File: config.mk
export PLATFORM = sky130hd
export DESIGN_NAME = bp_io_cmd_router_flat
export DESIGN_NICKNAME = d
export VERILOG_FILES = /design/src/rtl/bp_io_cmd_router_if.sv /design/src/rtl/bp_io_cmd_router.sv /design/src/flat_wrapper.sv
export SDC_FILE = /design/constraint.sdc
export NUM_CORES = 1
export LEC_CHECK = 0
export CAP_MARGIN = 5
export CORE_AREA = 2 2 260 262
export DETAILED_ROUTE_END_ITERATION = 8
export DIE_AREA = 0 0 262 264
export SYNTH_ARGS = -nofsm -noshare
export SYNTH_HDL_FRONTEND = slang
export SYNTH_SLANG_ARGS = --single-unit
File: constraint.sdc
create_clock -name clk_i -period 30.1 [get_ports clk_i]
set_input_delay 6.02 -clock clk_i [delete_from_list [all_inputs] [get_ports clk_i]]
set_output_delay 6.02 -clock clk_i [all_outputs]
set_load 0.01 [all_outputs]
File: src/rtl/bp_io_cmd_router_if.sv
// Command/response bundle between IO command sources, the router and the IO NoC.
// slave: router side. master: the side that drives commands and returns responses.
interface bp_io_cmd_router_if #(
   parameter int num_ch_p     = 2,
   parameter int cmd_width_p  = 128,
   parameter int resp_width_p = 128,
   parameter int did_width_p  = 3
);
   localparam int cid_w = (num_ch_p > 1) ? $clog2(num_ch_p) : 1;

   logic [num_ch_p*cmd_width_p-1:0] cmd_i;
   logic [num_ch_p-1:0]             cmd_v_i;
   logic [num_ch_p-1:0]             cmd_yumi_o;
   logic [cmd_width_p-1:0]          cmd_o;
   logic [did_width_p-1:0]          cmd_dst_did_o;
   logic [cid_w-1:0]                cmd_cid_o;
   logic                            cmd_v_o;
   logic                            cmd_ready_i;
   logic [resp_width_p-1:0]         resp_i;
   logic [cid_w-1:0]                resp_cid_i;
   logic                            resp_v_i;
   logic                            resp_yumi_o;
   logic [resp_width_p-1:0]         resp_o;
   logic [num_ch_p-1:0]             resp_v_o;
   logic [num_ch_p-1:0]             resp_ready_i;

   modport slave (
      input  cmd_i, cmd_v_i, cmd_ready_i, resp_i, resp_cid_i, resp_v_i, resp_ready_i,
      output cmd_yumi_o, cmd_o, cmd_dst_did_o, cmd_cid_o, cmd_v_o, resp_yumi_o, resp_o, resp_v_o
   );

   modport master (
      output cmd_i, cmd_v_i, cmd_ready_i, resp_i, resp_cid_i, resp_v_i, resp_ready_i,
      input  cmd_yumi_o, cmd_o, cmd_dst_did_o, cmd_cid_o, cmd_v_o, resp_yumi_o, resp_o, resp_v_o
   );
endinterface

File: src/rtl/bp_io_cmd_router.sv
// bp_io_cmd_router: round-robin arbitration of num_ch_p IO command sources onto one IO NoC
// command port, destination-DID decode, per-channel credit tracking and response steering.
// Optional macro BP_IO_CMD_ROUTER_ERR_RESP_EN: swallow bad responses and raise sticky err_o.
module bp_io_cmd_router #(
   parameter int num_ch_p       = 2,
   parameter int cmd_width_p    = 128,
   parameter int resp_width_p   = 128,
   parameter int paddr_width_p  = 40,
   parameter int did_width_p    = 3,
   parameter int did_offset_p   = 37,
   parameter int dev_offset_p   = 16,
   parameter int dev_width_p    = 4,
   parameter logic [(2**dev_width_p)-1:0] host_dev_mask_p = 16'h0007,
   parameter int max_credits_p  = 8
) (
   input  logic                   clk_i,
   input  logic                   reset_i,
   input  logic [did_width_p-1:0] my_did_i,
   input  logic [did_width_p-1:0] host_did_i,
   bp_io_cmd_router_if.slave      io,
   output logic                   err_o
);
   localparam int cid_w = (num_ch_p > 1) ? $clog2(num_ch_p) : 1;
   localparam int crd_w = $clog2(max_credits_p + 1);
   localparam logic [crd_w-1:0] max_crd = crd_w'(max_credits_p);

   // Channel index base+off wrapped into 0..num_ch_p-1.
   function automatic logic [cid_w-1:0] rr_idx(input logic [cid_w-1:0] base, input int off);
      int s;
      s = int'(base) + off;
      if (s >= num_ch_p) s = s - num_ch_p;
      return cid_w'(s);
   endfunction

   // Non-zero global DID wins; otherwise the local device field picks host or this tile.
   function automatic logic [did_width_p-1:0] decode_did(
      input logic [did_width_p-1:0] gdid, input logic [dev_width_p-1:0] dev,
      input logic [did_width_p-1:0] my_did, input logic [did_width_p-1:0] host_did);
      if (gdid != '0) return gdid;
      if (host_dev_mask_p[dev]) return host_did;
      return my_did;
   endfunction

   logic                   out_v_q, out_v_d;
   logic [cmd_width_p-1:0] out_cmd_q;
   logic [did_width_p-1:0] out_did_q;
   logic [cid_w-1:0]       out_cid_q;
   logic [cid_w-1:0]       ptr_q, ptr_d;
   logic [crd_w-1:0]       credit_q [num_ch_p];
   logic [crd_w-1:0]       credit_d [num_ch_p];

   logic [num_ch_p-1:0]    eligible;
   logic [num_ch_p-1:0]    cmd_yumi;
   logic                   win_found, take;
   logic [cid_w-1:0]       win_idx;
   logic [cmd_width_p-1:0] sel_cmd;
   logic [num_ch_p-1:0]    resp_hit, resp_v;
   logic                   resp_ready_sel, bad_resp;

   // Round-robin pick among channels holding a command and a free credit.
   always_comb begin
      eligible  = '0;
      win_found = 1'b0;
      win_idx   = '0;
      cmd_yumi  = '0;
      sel_cmd   = '0;
      for (int c = 0; c < num_ch_p; c++) eligible[c] = io.cmd_v_i[c] & (credit_q[c] < max_crd);
      for (int i = 0; i < num_ch_p; i++) begin
         if (!win_found && eligible[rr_idx(ptr_q, i)]) begin
            win_found = 1'b1;
            win_idx   = rr_idx(ptr_q, i);
         end
      end
      // Output slot is free when empty or being drained this same cycle.
      take = ~reset_i & win_found & (~out_v_q | io.cmd_ready_i);
      for (int c = 0; c < num_ch_p; c++) begin
         cmd_yumi[c] = take & (win_idx == cid_w'(c));
         if (win_idx == cid_w'(c)) sel_cmd = io.cmd_i[c*cmd_width_p +: cmd_width_p];
      end
      out_v_d = take ? 1'b1 : (io.cmd_ready_i ? 1'b0 : out_v_q);
      ptr_d   = take ? rr_idx(win_idx, 1) : ptr_q;
   end

   // Response steering by cid; bad responses are recognised only when error handling is built.
   always_comb begin
      resp_hit       = '0;
      resp_ready_sel = 1'b0;
      bad_resp       = 1'b0;
      for (int c = 0; c < num_ch_p; c++) begin
         if (io.resp_cid_i == cid_w'(c)) begin
            resp_hit[c]    = 1'b1;
            resp_ready_sel = io.resp_ready_i[c];
`ifdef BP_IO_CMD_ROUTER_ERR_RESP_EN
            bad_resp       = io.resp_v_i & (credit_q[c] == '0);
`endif
         end
      end
`ifdef BP_IO_CMD_ROUTER_ERR_RESP_EN
      if (io.resp_v_i && (resp_hit == '0)) bad_resp = 1'b1;
`endif
      resp_v = (reset_i | bad_resp) ? '0 : ({num_ch_p{io.resp_v_i}} & resp_hit);
   end

   // Credit next state: +1 on issue, -1 on returned response, both cancel out.
   always_comb begin
      credit_d = credit_q;
      for (int c = 0; c < num_ch_p; c++) begin
         if (cmd_yumi[c] && !(resp_v[c] && io.resp_ready_i[c]))
            credit_d[c] = credit_q[c] + crd_w'(1);
         else if (!cmd_yumi[c] && resp_v[c] && io.resp_ready_i[c] && (credit_q[c] != '0))
            credit_d[c] = credit_q[c] - crd_w'(1);
      end
   end

   // Control state: output-valid, RR pointer and credits.
   always_ff @(posedge clk_i) begin
      if (reset_i) begin
         out_v_q <= 1'b0;
         ptr_q   <= '0;
         for (int c = 0; c < num_ch_p; c++) credit_q[c] <= '0;
      end else begin
         out_v_q  <= out_v_d;
         ptr_q    <= ptr_d;
         credit_q <= credit_d;
      end
   end

   // Output data slot, loaded with the winner's command and its decoded DID.
   always_ff @(posedge clk_i) begin
      if (take) begin
         out_cmd_q <= sel_cmd;
         out_did_q <= decode_did(sel_cmd[did_offset_p +: did_width_p],
                                 sel_cmd[dev_offset_p +: dev_width_p], my_did_i, host_did_i);
         out_cid_q <= win_idx;
      end
   end

`ifdef BP_IO_CMD_ROUTER_ERR_RESP_EN
   logic err_q;
   // Sticky protocol error, cleared only by reset.
   always_ff @(posedge clk_i) begin
      if (reset_i) err_q <= 1'b0;
      else         err_q <= err_q | bad_resp;
   end
   assign err_o = err_q;
`else
   assign err_o = 1'b0;
`endif

   assign io.cmd_yumi_o    = cmd_yumi;
   assign io.cmd_o         = out_cmd_q;
   assign io.cmd_dst_did_o = out_did_q;
   assign io.cmd_cid_o     = out_cid_q;
   assign io.cmd_v_o       = out_v_q;
   assign io.resp_o        = io.resp_i;
   assign io.resp_v_o      = resp_v;
   assign io.resp_yumi_o   = ~reset_i & io.resp_v_i & (resp_ready_sel | bad_resp);
endmodule

File: src/flat_wrapper.sv
// flat-port wrapper written by rule: the top's interface ports become plain ports
module bp_io_cmd_router_flat 
#(
   parameter int num_ch_p       = 2,
   parameter int cmd_width_p    = 128,
   parameter int resp_width_p   = 128,
   parameter int paddr_width_p  = 40,
   parameter int did_width_p    = 3,
   parameter int did_offset_p   = 37,
   parameter int dev_offset_p   = 16,
   parameter int dev_width_p    = 4,
   parameter logic [(2**dev_width_p)-1:0] host_dev_mask_p = 16'h0007,
   parameter int max_credits_p  = 8
)
  (clk_i, reset_i, my_did_i, host_did_i, err_o, io_cmd_i, io_cmd_v_i, io_cmd_ready_i, io_resp_i, io_resp_cid_i, io_resp_v_i, io_resp_ready_i, io_cmd_yumi_o, io_cmd_o, io_cmd_dst_did_o, io_cmd_cid_o, io_cmd_v_o, io_resp_yumi_o, io_resp_o, io_resp_v_o);
  bp_io_cmd_router_if #(.num_ch_p(num_ch_p), .cmd_width_p(cmd_width_p), .resp_width_p(resp_width_p), .did_width_p(did_width_p)) io_i ();
  input  logic clk_i;
  input  logic reset_i;
  input  logic [did_width_p-1:0] my_did_i;
  input  logic [did_width_p-1:0] host_did_i;
  output logic err_o;
  input wire logic [$bits(io_i.cmd_i)-1:0] io_cmd_i;
  input wire logic [$bits(io_i.cmd_v_i)-1:0] io_cmd_v_i;
  input wire logic [$bits(io_i.cmd_ready_i)-1:0] io_cmd_ready_i;
  input wire logic [$bits(io_i.resp_i)-1:0] io_resp_i;
  input wire logic [$bits(io_i.resp_cid_i)-1:0] io_resp_cid_i;
  input wire logic [$bits(io_i.resp_v_i)-1:0] io_resp_v_i;
  input wire logic [$bits(io_i.resp_ready_i)-1:0] io_resp_ready_i;
  output wire logic [$bits(io_i.cmd_yumi_o)-1:0] io_cmd_yumi_o;
  output wire logic [$bits(io_i.cmd_o)-1:0] io_cmd_o;
  output wire logic [$bits(io_i.cmd_dst_did_o)-1:0] io_cmd_dst_did_o;
  output wire logic [$bits(io_i.cmd_cid_o)-1:0] io_cmd_cid_o;
  output wire logic [$bits(io_i.cmd_v_o)-1:0] io_cmd_v_o;
  output wire logic [$bits(io_i.resp_yumi_o)-1:0] io_resp_yumi_o;
  output wire logic [$bits(io_i.resp_o)-1:0] io_resp_o;
  output wire logic [$bits(io_i.resp_v_o)-1:0] io_resp_v_o;
  assign io_i.cmd_i = io_cmd_i;
  assign io_i.cmd_v_i = io_cmd_v_i;
  assign io_i.cmd_ready_i = io_cmd_ready_i;
  assign io_i.resp_i = io_resp_i;
  assign io_i.resp_cid_i = io_resp_cid_i;
  assign io_i.resp_v_i = io_resp_v_i;
  assign io_i.resp_ready_i = io_resp_ready_i;
  assign io_cmd_yumi_o = io_i.cmd_yumi_o;
  assign io_cmd_o = io_i.cmd_o;
  assign io_cmd_dst_did_o = io_i.cmd_dst_did_o;
  assign io_cmd_cid_o = io_i.cmd_cid_o;
  assign io_cmd_v_o = io_i.cmd_v_o;
  assign io_resp_yumi_o = io_i.resp_yumi_o;
  assign io_resp_o = io_i.resp_o;
  assign io_resp_v_o = io_i.resp_v_o;
  bp_io_cmd_router #(.num_ch_p(num_ch_p), .cmd_width_p(cmd_width_p), .resp_width_p(resp_width_p), .paddr_width_p(paddr_width_p), .did_width_p(did_width_p), .did_offset_p(did_offset_p), .dev_offset_p(dev_offset_p), .dev_width_p(dev_width_p), .host_dev_mask_p(host_dev_mask_p), .max_credits_p(max_credits_p)) u_core (.clk_i(clk_i), .reset_i(reset_i), .my_did_i(my_did_i), .host_did_i(host_did_i), .io(io_i), .err_o(err_o));
endmodule
==> results of run 1 <==
-- cell usage after synthesis, types with 4 or more instances --
cell,n
nand2_1,369
edfxtp_1,132
buf_4,130
clkbuf_1,22
dfxtp_1,10
nor2_1,10
mux2i_1,9
mux2_2,7
a21oi_1,6
ha_1,4
nor3_1,4
-- layout make-up --
type                            count  area, sq um  share of cell area, %
Sequential cell                   142         4160                   34.6
Timing Repair Buffer              413         4120                   34.2
Multi-Input combinational cell    445         2050                   17.0
Tap cell                          873         1090                   9.08
Clock buffer                       17          425                   3.53
Clock inverter                     15          168                   1.39
Inverter                            3         13.8                  0.114
-- sequential cells by signal (all words and copies together), names as in the netlist --
register / count
u_core.credit_q: 8
u_core.io.cmd_cid_o: 1
u_core.io.cmd_dst_did_o: 3
u_core.io.cmd_o: 128
u_core.io.cmd_v_o: 1
u_core.ptr_q: 1
-- power breakdown --
part	internal (W)	switching, W
Sequential	0.000249	0.00000927
Clock	0.000118	0.000103
Combinational	0.0000858	0.0000816
-- logic make-up (layout without fill, tap and decap cells) --
logic type,after synthesis,after routing,share of synthesized area [%]
fa+ha+maj,6,6,1.24
flops,142,142,57.1
compound gates,19,19,2.13
mux,16,16,2.32
simple gates,399,399,21.7
xor+xnor,4,4,0.480
other cells,1,1,0.0514
buf+inv,160,448,15.0
-- final timing paths --
check,cells after the start,endpoint
hold / removal,2,u_core.credit_q[7]
setup / recovery,4,io_cmd_yumi_o[1]
setup reg to reg,5,u_core.io.cmd_o[28]
hold reg to reg,2,u_core.credit_q[7]
-- per-layer routing --
metal	vias up	global-route usage, %	wire [um]
met5	-	0	11
met4	2	6.02	1820
met3	55	7.81	6550
met2	482	21.7	21800
met1	2677	6.60	9160
li1	2853	-	-
-- through the flow --
stage               instances  instance area, sq um  utilization (%)
finish                   1908                 12000             18.1
global route             1908                 12000             18.1
CTS                      1908                 12000             18.1
detailed placement       1876                 11400             17.2
global placement         1876                 11400             17.2
floorplan                 747                  7290                -
-- worst max-delay path, delay by kind of cell --
family                 cells  cell delay [ns]
buffers and inverters      3             1.50
AOI/OAI and AO/OA          1             0.29
==> results_tabular.tex, run 1 <==
\begin{tabular}{lr}
\hline
Metric & Value \\
\hline
\multicolumn{2}{l}{\textbf{Synthesis}} \\
Syn nets & 1152 \\
Main flop type after synthesis & edfxtp\_1 \\
Largest cells by area after synthesis & edfxtp\_1, nand2\_1, buf\_4 \\
Async set-or-reset flop fraction in the synthesized netlist & 0\% \\
Unique cell type count in the Yosys netlist & 41 \\
Synth Warn \# & 0 \\
Number of instances in the synthesized netlist & 747 \\
Part of the Yosys area used for sequential elements & a little under three fifths \\
\#FFs+latches synth & 142 \\
Yosys top cell area share & 54.3\% \\
Largest area contributor in the netlist & edfxtp\_1 \\
Mapped Avg Cell Area & 9.77 sq um \\
Mapped cell area & 7290 sq um \\
EDFF count, synth & 132 \\
\multicolumn{2}{l}{\textbf{Route}} \\
Post-detailed-route count of antenna-violating nets & 0 \\
Residual DRC count & 0 \\
WL final & 39.3 mm \\
Post-DR vias/cell & between 3 and 4 \\
Routed vias & 6069 \\
Pre-antenna DRT Iters & 4 \\
Mean routed wirelength per cell & 20.6 um \\
Number of design-rule violations left by the first detailed-router iteration & 235 \\
\multicolumn{2}{l}{\textbf{Clock network}} \\
Clock transition time at the flip-flop clock pins of the worst setup and hold paths & 0.07 ns \\
Clock buffers created by TritonCTS & 17 \\
Clock net sink count & 142 \\
Number of buffers on the longest clock path & 2 \\
Postcts setup bufs & 0 \\
Total number of H-tree levels & 4 \\
Worst skew pair latency & 0.47 ns \\
Post-CTS Resized & 0 \\
Cell at the root of the clock tree & clkbuf\_16 \\
CTS tree & done \\
Number of buffers inserted by hold repair at cts & 0 \\
\multicolumn{2}{l}{\textbf{Floorplan}} \\
IO Pins & 666 \\
FP Rows & 95 \\
Effective utilization at floorplan & a little over a tenth \\
Floorplan die width & about 260 um \\
Die H & 264 um \\
Area of the core region & 66600 sq um \\
Die Footprint & about 70000 sq um \\
\multicolumn{2}{l}{\textbf{Critical path}} \\
CP Launch Point & reset\_i \\
FF-to-FF Start & u\_core.credit\_q[7] \\
Element type at the critical path start & input pin \\
Required time of the worst setup path & 24.08 ns \\
Worst reg-to-reg setup slack & between 20 and 30 ns \\
Critical Path Fanout Max & 13 \\
Arrival time at the worst endpoint & about 8 ns \\
Most used cell along the critical path & clkdlybuf4s50\_1 \\
Longest individual stage delay on the worst path & between 0.6 and 0.7 ns \\
Path type of the worst setup path & in2out \\
Worst-path cell chain & clkdlybuf4s50\_1, inv\_1, o2111a\_2, clkdlybuf4s50\_1 \\
Capturing element type of the critical path & output port \\
Master of the slowest instance on the critical path & clkdlybuf4s50\_1 \\
\multicolumn{2}{l}{\textbf{Final layout}} \\
Commonest non-fill, non-tap cell in the layout & clkdlybuf4s50\_1 \\
Total number of nets in the final design & 1427 \\
Antenna diode instance count & 0 \\
Ratio of cells with drive above 1 in the final layout & between 5 and 6\% \\
Syn-to-layout area delta & 65.0\% \\
Fill count & 7315 \\
Highest-count cells in the layout ignoring fill and taps & clkdlybuf4s50\_1, nand2\_1, edfxtp\_1 \\
\multicolumn{2}{l}{\textbf{Timing}} \\
Hold slack final & 0.505 ns \\
Part of the cycle the worst path needs & 46.0\% \\
Unrepaired setup endpoints after global routing & false \\
Hold violation total from the final report & 0 \\
Highest clock frequency the design can meet & 0.0723 GHz \\
Setup violations, final & 0 \\
Headroom to the max-slew limit & 29.6\% \\
Final total negative setup slack & 0 ns \\
Final setup margin & 16.27 ns \\
Shortest clock period the worst path allows after layout & 13.83 ns \\
Slew at the pin closest to its max-slew limit & approximately 1.1 ns \\
Final slew viol count & 0 \\
Clock Skews & 0.0130 ns \\
\multicolumn{2}{l}{\textbf{Run status}} \\
Status & completed \\
\multicolumn{2}{l}{\textbf{Hold path}} \\
Worst hold path startpoint & u\_core.credit\_q[7] \\
Type of the worst min-delay path & reg2reg \\
\multicolumn{2}{l}{\textbf{Flow run}} \\
MaxCap Viol Count & 0 \\
\multicolumn{2}{l}{\textbf{Global route}} \\
Initial antenna violation count & 1 \\
Remaining global-route overflow & 0 \\
Via count of the first global-routing pass & 6147 \\
Gr usage total & 10.9\% \\
Maximum number of pins on one net before global-route repair & 83 \\
First-pass GRT wire length & slightly below 50 mm \\
\multicolumn{2}{l}{\textbf{Placement}} \\
Detailed placement HPWL & 32.7 mm \\
Worst setup slack after placement & roughly 16 ns \\
Number of buffers added on ports & 408 \\
Final GP Congestion & 1.05 \\
\multicolumn{2}{l}{\textbf{Power and ir drop}} \\
IR Drop Worst-Case VDD & 0.0000406 V \\
Tot Pwr & 0.000647 W \\
Leakage power & approximately 4.6 nW \\
Power density over the cells & 53.7 nW/um\^{}2 \\
\hline
\end{tabular}
No activity file was read; power rests on OpenSTA's default activity.
==> run 2: changes to the inputs <==
Settings changed: CORE_AREA 2 2 260 262 to 2 2 257 259, DIE_AREA 0 0 262 264 to 0 0 259 261.
Clock period 30.1 ns to 13.6 ns, I/O delays scaled along.
==> results_tabular.tex, run 2 (same netlist as run 1, synthesis figures left out) <==
\begin{tabular}{lr}
\hline
Metric & Value \\
\hline
\multicolumn{2}{l}{\textbf{Hold path}} \\
Cell depth of the worst hold path & 1 (-1) \\
Hold endpoint & u\_core.credit\_q[7] \\
Worst hold path startpoint & u\_core.credit\_q[7] \\
Type of the worst min-delay path & reg2reg \\
\multicolumn{2}{l}{\textbf{Final layout}} \\
Total number of nets in the final design & 1429 (+0.14\%) \\
Highest-count cells in the layout ignoring fill and taps & clkdlybuf4s50\_1, nand2\_1, edfxtp\_1 \\
Finished Core Util & 18.5\% (+0.44 points) \\
Commonest non-fill, non-tap cell in the layout & clkdlybuf4s50\_1 \\
Largest register FFs & 128 (unchanged) \\
Ratio of cells with drive above 1 in the final layout & 5.69\% (+0.18 points) \\
Syn-to-layout area delta & 65.2\% \\
Post-route cell area & 12000 sq um (+0.10\%) \\
\multicolumn{2}{l}{\textbf{Floorplan}} \\
IO Pins & 666 (unchanged) \\
Die H & 261 um (-1.1\%) \\
Effective utilization at floorplan & 11.2\% (+0.26 points) \\
Die Footprint & 67600 sq um (-2.3\%) \\
Area of the core region & 65000 sq um (-2.3\%) \\
Floorplan die width & 259 um (-1.1\%) \\
FP Rows & 94 (-1.1\%) \\
\multicolumn{2}{l}{\textbf{Global route}} \\
Met2 track demand over resource in global routing & 21.9\% (+0.24 points) \\
Via count of the first global-routing pass & 6084 (-1.0\%) \\
Layer with the highest usage after global routing & met2 \\
Remaining global-route overflow & 0 (unchanged) \\
Gr usage total & 11.2\% (+0.32 points) \\
First-pass GRT wire length & 50.1 mm (+1.5\%) \\
Initial antenna violation count & 7 (+6) \\
Met1 Usage GRT & 7.40\% (+0.80 points) \\
Met3 Usage GRT & 8.28\% (+0.47 points) \\
Maximum number of pins on one net before global-route repair & 90 (+8.4\%) \\
\multicolumn{2}{l}{\textbf{Clock network}} \\
Total number of H-tree levels & 4 (unchanged) \\
Clock transition time at the flip-flop clock pins of the worst setup and hold paths & 0.08 ns (about the same) \\
Number of buffers on the longest clock path & 2 (unchanged) \\
Postcts setup bufs & 0 (unchanged) \\
Clock net sink count & 142 (unchanged) \\
Worst skew pair latency & 0.47 ns (about the same) \\
Clock buffers created by TritonCTS & 17 (unchanged) \\
Number of buffers inserted by hold repair at cts & 0 (unchanged) \\
Post-CTS Resized & 0 (unchanged) \\
Cell at the root of the clock tree & clkbuf\_16 \\
CTS tree & done \\
\multicolumn{2}{l}{\textbf{Route}} \\
Mean routed wirelength per cell & 20.9 um (+1.2\%) \\
Pre-antenna DRT Iters & 6 (+2) \\
Number of design-rule violations left by the first detailed-router iteration & 274 (+17\%) \\
Post-detailed-route count of antenna-violating nets & 0 (unchanged) \\
Residual DRC count & 0 (unchanged) \\
WL final & 39.7 mm (+0.99\%) \\
Post-DR vias/cell & 3.23 (+1.4\%) \\
Routed vias & 6141 (+1.2\%) \\
\multicolumn{2}{l}{\textbf{Critical path}} \\
Element type at the critical path start & input pin \\
Required time of the worst setup path & 10.88 ns (-13.20 ns) \\
Critical Path Fanout Max & 13 (unchanged) \\
Capturing element type of the critical path & output port \\
Arrival time at the worst endpoint & 4.82 ns (-2.99 ns) \\
End of the worst register-to-register path & u\_core.io.cmd\_dst\_did\_o[0] \\
CP Launch Point & reset\_i \\
FF-to-FF Start & u\_core.credit\_q[7] \\
Path type of the worst setup path & in2out \\
Worst reg-to-reg setup slack & 10.61 ns (-16.57 ns) \\
Worst reg-to-reg path cell count & 7 (+2) \\
\multicolumn{2}{l}{\textbf{Timing}} \\
Shortest clock period the worst path allows after layout & 7.54 ns \\
Setup violations, final & 0 (unchanged) \\
Final total negative setup slack & 0 ns (unchanged) \\
Final slew viol count & 0 (unchanged) \\
Hold violation total from the final report & 0 (unchanged) \\
Clock Skews & 0.0163 ns (+0.00327 ns) \\
Highest clock frequency the design can meet & 0.133 GHz \\
Part of the cycle the worst path needs & 55.4\% \\
Unrepaired setup endpoints after global routing & false \\
Slew at the pin closest to its max-slew limit & 0.964 ns (-0.0927 ns) \\
Headroom to the max-slew limit & 35.7\% (+6.2 points) \\
\multicolumn{2}{l}{\textbf{Placement}} \\
Final GP Congestion & 0.914 (-13\%) \\
Post-detailed-placement cell area & 11400 sq um (about the same) \\
Detailed placement HPWL & 33.3 mm (+1.9\%) \\
Number of buffers added on ports & 408 (unchanged) \\
\multicolumn{2}{l}{\textbf{Flow run}} \\
MaxCap Viol Count & 0 (unchanged) \\
\multicolumn{2}{l}{\textbf{Run status}} \\
Status & completed \\
\multicolumn{2}{l}{\textbf{Power and ir drop}} \\
Leakage power & 4.60 nW (+0.19\%) \\
IR Drop Worst-Case VDD & 0.0000906 V (+120\%) \\
Power density over the cells & 119 nW/um\^{}2 (+120\%) \\
\hline
\end{tabular}
-- run 2: through the flow --
step | instances | setup WS, ns | power [W] | hold slack [ns]
after CTS | 1901 | 6.09 | 0.00147 | 0.537
after global placement | 1869 | 6.15 | 0.000950 | 0.501
final | 1904 | 6.06 | 0.00144 | 0.543
after detailed placement | 1869 | 6.11 | 0.000958 | 0.516
after floorplan | 747 | 0.847 | 0.000782 | 0.456
after global routing | 1901 | 5.98 | 0.00151 | 0.564
-- run 2: how the worst max path moves through the flow --
stage	end	slack, ns	cells past startpoint
2_1_floorplan	u_core.io.cmd_cid_o	0.85	3
3_3_place_gp	io_cmd_yumi_o[0]	6.15	3
3_5_place_dp	io_cmd_yumi_o[0]	6.11	3
4_1_cts	io_cmd_yumi_o[0]	6.09	3
5_1_grt	io_cmd_yumi_o[0]	5.98	3
6_report	io_cmd_yumi_o[0]	6.06	3
-- run 2: final cells by class --
type / count / area [sq um]
Fill cell: 7123 / 53000
Sequential cell: 142 / 4160
Timing Repair Buffer: 415 / 4140
Multi-Input combinational cell: 445 / 2050
Tap cell: 864 / 1080
Clock buffer: 17 / 425
Clock inverter: 15 / 169
Inverter: 3 / 13.8
Antenna cell: 3 / 7.51
-- run 2: critical path, cell delays in order --
cell and delay [ns]:
clkdlybuf4s50_1 0.73, a2111oi_4 0.65, clkdlybuf4s50_1 0.72
-- run 2: per-layer routing --
layer	vias to the layer above	part of all wire (%)
met5	-	0.15
met4	10	3.9
met3	80	17
met2	472	55
met1	2713	24
li1	2866	-
-- run 2: power by group --
group | internal (W) | leakage [nW] | switching [W]
Clock | 0.000262 | 0.291 | 0.000230
Sequential | 0.000550 | 1.34 | 0.0000204
Combinational | 0.000191 | 2.97 | 0.000182
Total | 0.00100 | 4.60 | 0.000432
